[config.mk]
export PLATFORM = sky130hd
export DESIGN_NAME = seg_scan_mux
export DESIGN_NICKNAME = d
export VERILOG_FILES = /design/src/rtl/seg_pkg.sv /design/src/rtl/seg_scan_timer.sv /design/src/rtl/seg_scan_mux.sv
export SDC_FILE = /design/constraint.sdc
export NUM_CORES = 1
export LEC_CHECK = 0
export CAP_MARGIN = 20
export CORE_ASPECT_RATIO = 1.25
export CORE_MARGIN = 2
export CORE_UTILIZATION = 56
export CTS_CLUSTER_SIZE = 30
export DETAILED_ROUTE_END_ITERATION = 10
export GPL_ROUTABILITY_DRIVEN = 0
export HOLD_SLACK_MARGIN = 0.08
export PLACE_DENSITY_LB_ADDON = 0.25
export SLEW_MARGIN = 0
export SYNTH_ARGS = -nofsm -noshare
export SYNTH_HDL_FRONTEND = slang
export SYNTH_SLANG_ARGS = --single-unit
[constraint.sdc]
create_clock -name clk -period 2.3 [get_ports clk]
set_clock_uncertainty 0.05 [all_clocks]
set_input_delay 0.345 -clock clk [delete_from_list [all_inputs] [get_ports clk]]
set_output_delay 0.345 -clock clk [all_outputs]
set_load 0.01 [all_outputs]
[src/rtl/seg_pkg.sv]
// Shared constants and types for the 7-segment scan controller.
package seg_pkg;
    localparam int CODE_W = 5;

    typedef logic [CODE_W-1:0] code_t;

    // Bit 4 set selects the special glyph set; 5'h10 is the blank glyph.
    localparam code_t BLANK_CODE   = 5'h10;
    localparam code_t GLYPH_DASH   = 5'h11;
    localparam code_t GLYPH_UNDER  = 5'h12;
    localparam code_t GLYPH_DEGREE = 5'h13;
    localparam code_t GLYPH_E      = 5'h14;
    localparam code_t GLYPH_R      = 5'h15;
    localparam code_t GLYPH_P      = 5'h16;
endpackage

[src/rtl/seg_scan_timer.sv]
// Slot timer: cnt within a slot, idx of the digit, BLANK/DRIVE phase and frame wrap.
module seg_scan_timer
    import seg_pkg::*;
#(
    parameter int NUM_DIGITS   = 4,
    parameter int TICK_DIV     = 50000,
    parameter int BLANK_CYCLES = 2,
    localparam int CNT_W       = $clog2(TICK_DIV),
    localparam int IDX_W       = $clog2(NUM_DIGITS)
) (
    input  logic             clk,
    input  logic             rst_n,
    input  logic             en,
    output logic [IDX_W-1:0] idx,
    output logic             drive,
    output logic             frame_wrap
);
    logic [CNT_W-1:0] cnt;
    logic             cnt_last;
    logic             idx_last;

    // Explicit terminal compares so non-power-of-two sizes wrap correctly.
    assign cnt_last   = (cnt == CNT_W'(TICK_DIV - 1));
    assign idx_last   = (idx == IDX_W'(NUM_DIGITS - 1));
    assign drive      = (32'(cnt) >= 32'(BLANK_CYCLES));
    assign frame_wrap = en & cnt_last & idx_last;

    // Slot counter and digit index; disabling parks both at slot 0 so a restart begins blank.
    always_ff @(posedge clk or negedge rst_n) begin
        if (!rst_n) begin
            cnt <= '0;
            idx <= '0;
        end else if (!en) begin
            cnt <= '0;
            idx <= '0;
        end else if (cnt_last) begin
            cnt <= '0;
            idx <= idx_last ? '0 : idx + 1'b1;
        end else begin
            cnt <= cnt + 1'b1;
        end
    end
endmodule

[src/rtl/seg_scan_mux.sv]
// Multiplexed 7-segment scan controller with double-buffered image and leading-zero blanking.
module seg_scan_mux
    import seg_pkg::*;
#(
    parameter int NUM_DIGITS   = 4,
    parameter int TICK_DIV     = 50000,
    parameter int BLANK_CYCLES = 2
) (
    input  logic                         clk,
    input  logic                         rst_n,
    input  logic                         en,
    input  logic                         load,
    input  logic [CODE_W*NUM_DIGITS-1:0] load_data,
    input  logic                         lz_en,
    output logic                         load_ready,
    output logic [CODE_W-1:0]            digit_code,
    output logic [NUM_DIGITS-1:0]        digit_sel,
    output logic                         frame_done
);
    localparam int IDX_W = $clog2(NUM_DIGITS);

    logic [NUM_DIGITS-1:0][CODE_W-1:0] active_img;
    logic [NUM_DIGITS-1:0][CODE_W-1:0] shadow_img;
    logic [NUM_DIGITS-1:0][CODE_W-1:0] eff_code;
    logic [NUM_DIGITS:1]               zero_above;
    logic [IDX_W-1:0]                  idx;
    logic                              drive;
    logic                              frame_wrap;
    logic                              accept;
    logic                              xfer;
    logic [NUM_DIGITS-1:0]             sel_onehot;

    seg_scan_timer #(
        .NUM_DIGITS  (NUM_DIGITS),
        .TICK_DIV    (TICK_DIV),
        .BLANK_CYCLES(BLANK_CYCLES)
    ) u_timer (
        .clk       (clk),
        .rst_n     (rst_n),
        .en        (en),
        .idx       (idx),
        .drive     (drive),
        .frame_wrap(frame_wrap)
    );

    // Shadow is full whenever load_ready is low; transfer decisions use pre-edge state,
    // so a load landing on the boundary edge waits for the next boundary.
    assign accept = load & load_ready;
    assign xfer   = ~load_ready & (frame_wrap | ~en);

    // Leading-zero chain runs from the top digit down; digit 0 always shows its code.
    assign zero_above[NUM_DIGITS] = 1'b1;
    for (genvar i = 0; i < NUM_DIGITS; i++) begin : g_lz
        if (i == 0) begin : g_d0
            assign eff_code[0] = active_img[0];
        end else begin : g_dn
            assign zero_above[i] = zero_above[i+1] & (active_img[i] == '0);
            assign eff_code[i]   = (lz_en && zero_above[i]) ? BLANK_CODE : active_img[i];
        end
    end

    assign sel_onehot = NUM_DIGITS'(1) << idx;

    // Double buffer: load into shadow, promote to active at frame wrap or while disabled.
    always_ff @(posedge clk or negedge rst_n) begin
        if (!rst_n) begin
            active_img <= {NUM_DIGITS{BLANK_CODE}};
            shadow_img <= '0;
            load_ready <= 1'b1;
        end else begin
            if (accept) shadow_img <= load_data;
            if (xfer)   active_img <= shadow_img;
            if (accept)    load_ready <= 1'b0;
            else if (xfer) load_ready <= 1'b1;
        end
    end

    // Registered pin drive, one cycle behind the slot timer.
    always_ff @(posedge clk or negedge rst_n) begin
        if (!rst_n) begin
            digit_sel  <= '0;
            digit_code <= BLANK_CODE;
            frame_done <= 1'b0;
        end else begin
            frame_done <= frame_wrap;
            if (en && drive) begin
                digit_sel  <= sel_onehot;
                digit_code <= eff_code[idx];
            end else begin
                digit_sel  <= '0;
                digit_code <= BLANK_CODE;
            end
        end
    end
endmodule
# Yosys cells after proc, flatten, opt, wreduce, memory -nomap -nowiden
# Index checks and enable logic that the tools add are counted.
[word_totals]
out_inout_bits = 11
reg_bits = 69
in_bits = 25
word_cells = 53
[op_classes]
n_shift = 1
add_sub_neg = 2
muxes = 14
n_reduce_logical = 8
n_eq_ne = 3
bitwise = 9
magnitude_cmp = 2
[op_table]
columns = ["op", "n"]
rows = [
  ["16-bit two-way mux", 2],
  ["5-bit two-way mux", 5],
  ["16-bit by 1-bit adder with 16-bit output (second input constant)", 1],
  ["16-bit == test (second input constant)", 1],
  ["16-bit by 2-bit greater-or-equal comparator with 1-bit output (second input constant)", 1],
  ["5-bit zero test", 3],
  ["5-bit binary-select mux with 2-bit select", 1],
  ["1-bit AND", 6],
  ["2-bit two-way mux", 3],
  ["1-bit logical AND", 4],
  ["4-bit two-way mux", 1],
  ["1-bit by 2-bit left shift with 4-bit output (first input constant)", 1],
  ["2-bit by 3-bit < comparator with 1-bit output (second input constant)", 1],
  ["2-bit by 1-bit adder with 2-bit output (second input constant)", 1],
  ["2-bit == test (second input constant)", 1],
  ["1-bit two-way mux", 2],
  ["2-bit by 1-bit != test with 1-bit output (second input constant)", 1],
  ["1-bit inverter", 2],
  ["2-bit nonzero test", 1],
  ["1-bit bitwise OR", 1],
]

# Longest topological paths before layout
[depth]
depth_word = 8
depth_mapped = 7
ltp_nobuf = 5

# By module
# Synthesis repeated with hierarchy kept, for this count alone.
[hier_totals]
cells_unflattened = 225
area_unflattened_um2 = 3015.4
[by_module_without_submodules]
columns = ["mod", "area_each_um2", "cells_per_inst", "instances"]
rows = [
  ["seg_scan_mux", 2040.7, 128, 1],
  ["seg_scan_timer", 974.7, 97, 1],
]

# Worst setup path before layout
# OpenSTA, ideal clock, no wires.
[synth_path]
path_kind = "register -> register"
from = "register u_timer.cnt[0]"
to = "register active_img[0] in the netlist's numbering"
required_time_ns = 2.125
stages_incl_launch_ff = 8
n_path_buf = 2
setup_ns = 0.125
arrival_ns = 1.790
path_slack_ns = 0.335
cell_sequence = "dfrtp_1 > ha_1 > and3_1 > buf_4 > and4_4 > a41oi_4 > buf_6 > mux2_4"
[synth_between]
elab_chain_cells = 5
[synth_lines]
columns = ["element", "line_no", "rtl"]
rows = [
  ["start: declaration", "seg_scan_timer.sv:18", "logic [CNT_W-1:0] cnt;"],
  ["start signal: assignment", "seg_scan_timer.sv:40", "cnt <= cnt + 1'b1;"],
  ["16-bit == test", "seg_scan_timer.sv:23", "assign cnt_last = (cnt == CNT_W'(TICK_DIV - 1));"],
  ["1-bit AND (2 in a row)", "seg_scan_timer.sv:26", "assign frame_wrap = en & cnt_last & idx_last;"],
  ["1-bit bitwise OR", "seg_scan_mux.sv:49", "assign xfer = ~load_ready & (frame_wrap | ~en);"],
  ["1-bit AND", "seg_scan_mux.sv:49", ""],
  ["end signal: assignment", "seg_scan_mux.sv:67", "active_img <= {NUM_DIGITS{BLANK_CODE}};"],
  ["end signal: assignment", "seg_scan_mux.sv:72", "if (xfer) active_img <= shadow_img;"],
  ["end: declaration", "seg_scan_mux.sv:22", "logic [NUM_DIGITS-1:0][CODE_W-1:0] active_img;"],
]
# No other way between the ends.
# A chain may end at the register's enable or synchronous reset.

# Worst setup path after layout
[layout_path]
from = "register u_timer.cnt[0]"
to = "register active_img[8] in the netlist's numbering"
# Same word-level chain as after synthesis.

==> out/metrics.csv <==
metric,value,unit
max_cap viols,0,
maximum VDD drop,0.515,mV
total I/O pin count,36,
summed instance area of the synthesized netlist,3170,um2
top post-synthesis cells by area,"sky130_fd_sc_hd__dfrtp_1 50%, sky130_fd_sc_hd__mux2_4 9.5%, sky130_fd_sc_hd__mux2_2 7.1%",
vias per std cell,5.61,
list of most frequent post-synthesis cells,"63 x sky130_fd_sc_hd__dfrtp_1, 20 x sky130_fd_sc_hd__mux2_2, 20 x sky130_fd_sc_hd__mux2_4",
required time at the endpoint of the critical path,2.47,ns
status,finished clean,
first-pass iteration count of the detailed router,4,
pin count of the biggest net entering global routing,70,
deepest level of the CTS H-tree,3,
minimum clock period,2.06,ns
number of CTS-inserted buffers,9,
first-pass GRT wire length,9320,um
pre-CTS setup slack,0.249,ns
share of the yosys chip area belonging to registers,54.8,%
endpoint kind of the worst setup timing path,flip-flop,
Sinks on Clock Net,69,
NumNets Final,307,
transition time of the tightest slew-check pin,0.444,ns
Setup Total Neg Slack,0,ns
post-route setup slack,0.241,ns
maximum clock frequency,486,MHz
worst skew pair latency,0.34,ns
leakage dissipation,1.69,nW
number of nets produced by synthesis,262,
std cell rows,30,
post-synth cell types,44,
die width,71.2,um
RSZ-0062 raised after global routing,no,
half-perimeter wire length after detailed placement,3880,um
vias post-DR,1934,
Worst-path clk slew,0.07,ns
number of buffers added on ports,35,
Synth top area share,49.8,%
Max Fanout on Critical Path,20,
vias in the first global route,1981,
Syn Inst Count,231,
area delta synth->final,22.3,%
iteration-0 DRC count of the detailed router,64,
DRC violations left,0,
share of final-layout standard cells stronger than drive strength 1,31.7,%
Antenna Violating Nets Remaining,0,
"buffers from clock root to sink, at most",2,
fin cells,345,
standard cell core area,5440,um2
final-report max-slew violation count,0,
portion of the clock cycle consumed by the worst path in the final layout,89.5,%
number of enable flip-flop cells after synthesis,0,
"Hold Violations, Final",0,
WS Path Type,reg2reg,
Diodes inserted,0,
initial standard-cell utilization of the core,58.2,%
cts repair resizes,0,
Post-Syn Area per Cell,13.7,um2
arrival time reported for the critical path endpoint,2.23,ns
GRT Residual Overflow,0,
"FF+latch count, synth",69,
clock tree from TritonCTS,yes,
die outline height,88.1,um
kind of path behind the tightest hold check,reg2reg,
Tot GR Track Use,19.9,%
Ys Warns,0,
power per unit of standard cell area,900,nW/um2
fraction of registers with async set/reset,100,%
worst slew slack as a fraction of its limit,70.0,%
Yosys top cell by area,sky130_fd_sc_hd__dfrtp_1,
"wirelength, routed",5580,um
Critical Path Source Type,flip-flop,
flip-flop cell with the highest count after synthesis,sky130_fd_sc_hd__dfrtp_1,
most frequent cell after synthesis,sky130_fd_sc_hd__dfrtp_1,
final-report setup violation count,0,
number of antenna violations at the first check in global routing,0,
number of placed instances with taps included,328,
area of the die,6270,um2
root buf cell,sky130_fd_sc_hd__clkbuf_8,
wire length per cell,16.2,um
-- registers in the layout, indices dropped and copies added, names as in the netlist --
name and cells:
frame_done 1, u_timer.cnt 16, digit_code 5, load_ready 1
digit_sel 4, shadow_img 20, u_timer.idx 2, active_img 20
-- worst paths after layout --
kind | startpoint | end | slack [ns] | depth (start not counted)
max in group asynchronous | rst_n | active_img[14] | 1.38 | 3
worst min-delay path | shadow_img[13] | active_img[13] | 0.45 | 1
min in group asynchronous | rst_n | digit_sel[0] | 0.49 | 3
worst min register to register | shadow_img[13] | active_img[13] | 0.45 | 1
worst max-delay path | u_timer.cnt[0] | active_img[8] | 0.24 | 6
worst max register to register | u_timer.cnt[0] | active_img[8] | 0.24 | 6
-- per-layer routing --
layer / vias to the layer above / global-route usage [%] / routed length (um)
met3: 10 / 4.60 / 209
met1: 957 / 25.9 / 2490
met5: - / 0 / 0
met4: 0 / 10.6 / 108
met2: 44 / 31.3 / 2770
li1: 923 / - / -
-- placed cells by master, fill, tap and decap left out, types with 2 or more instances in the layout --
master	instances
sky130_fd_sc_hd__a21oi_1	5
sky130_fd_sc_hd__a31oi_1	2
sky130_fd_sc_hd__and2_1	11
sky130_fd_sc_hd__and3_2	2
sky130_fd_sc_hd__and4_1	2
sky130_fd_sc_hd__and4_2	2
sky130_fd_sc_hd__and4_4	2
sky130_fd_sc_hd__buf_12	2
sky130_fd_sc_hd__buf_4	5
sky130_fd_sc_hd__bufinv_16	3
sky130_fd_sc_hd__clkbuf_8	10
sky130_fd_sc_hd__clkdlybuf4s50_1	34
sky130_fd_sc_hd__clkinvlp_4	2
sky130_fd_sc_hd__dfrtp_1	63
sky130_fd_sc_hd__dfstp_2	6
sky130_fd_sc_hd__ha_1	6
sky130_fd_sc_hd__inv_1	7
sky130_fd_sc_hd__mux2_2	20
sky130_fd_sc_hd__mux2_4	20
sky130_fd_sc_hd__mux4_2	4
sky130_fd_sc_hd__nand2_1	5
sky130_fd_sc_hd__nand3_1	7
sky130_fd_sc_hd__nand4_1	2
sky130_fd_sc_hd__nor2_1	15
sky130_fd_sc_hd__nor3_1	3
sky130_fd_sc_hd__nor4_2	2
sky130_fd_sc_hd__o21ai_0	5
sky130_fd_sc_hd__o31ai_1	2
sky130_fd_sc_hd__or4_1	5
sky130_fd_sc_hd__xnor2_1	3
sky130_fd_sc_hd__xor2_1	7
-- critical path, stage by stage (launching register included) --
cell and delay (ns):
sky130_fd_sc_hd__dfrtp_1 0.42, sky130_fd_sc_hd__ha_1 0.23, sky130_fd_sc_hd__and3_1 0.24, sky130_fd_sc_hd__and4_4 0.23
sky130_fd_sc_hd__a41oi_4 0.23, sky130_fd_sc_hd__buf_12 0.23, sky130_fd_sc_hd__mux2_4 0.32
-- where the power goes --
part / switching [W] / internal (W)
combinational: 0.000177 / 0.000423
clock: 0.000458 / 0.000747
sequential: 0.000188 / 0.00149
total: 0.000822 / 0.00266
-- repair_timing --
action,in CTS,in global routing
hold buffers,1,0
hold endpoints to repair,63,0
buffers inserted,0,0
-- layout make-up --
cell class | count | area [um2]
clock buffer | 10 | 138
clock inverter | 6 | 110
fill | 377 | 1570
inverter | 7 | 26.3
multi-input combinational | 146 | 1350
sequential | 69 | 1730
tap | 64 | 80.1
timing repair buffer | 43 | 433
-- through the flow --
stage          cell area (um2)  power, W  utilization [%]  hold WS [ns]
4_1_cts                   3870   0.00352             71.1         0.454
5_1_grt                   3870   0.00364             71.1         0.473
3_3_place_gp              3610   0.00227             66.4         0.341
6_report                  3870   0.00348             71.1         0.451
2_1_floorplan             3170   0.00207                -     -0.000591
3_5_place_dp              3610   0.00230             66.4         0.343
-- cell families after synthesis --
logic type / after synthesis / synth area share, %
AO/OA/AOI/OAI: 20 / 4.90
XOR/XNOR: 10 / 2.77
adder cells (fa/ha/maj): 6 / 2.37
buffers and inverters: 16 / 2.61
flip-flops: 69 / 54.8
multiplexers: 44 / 19.4
AND/OR/NAND/NOR: 66 / 13.1
Power figures use the tool's default switching activity.
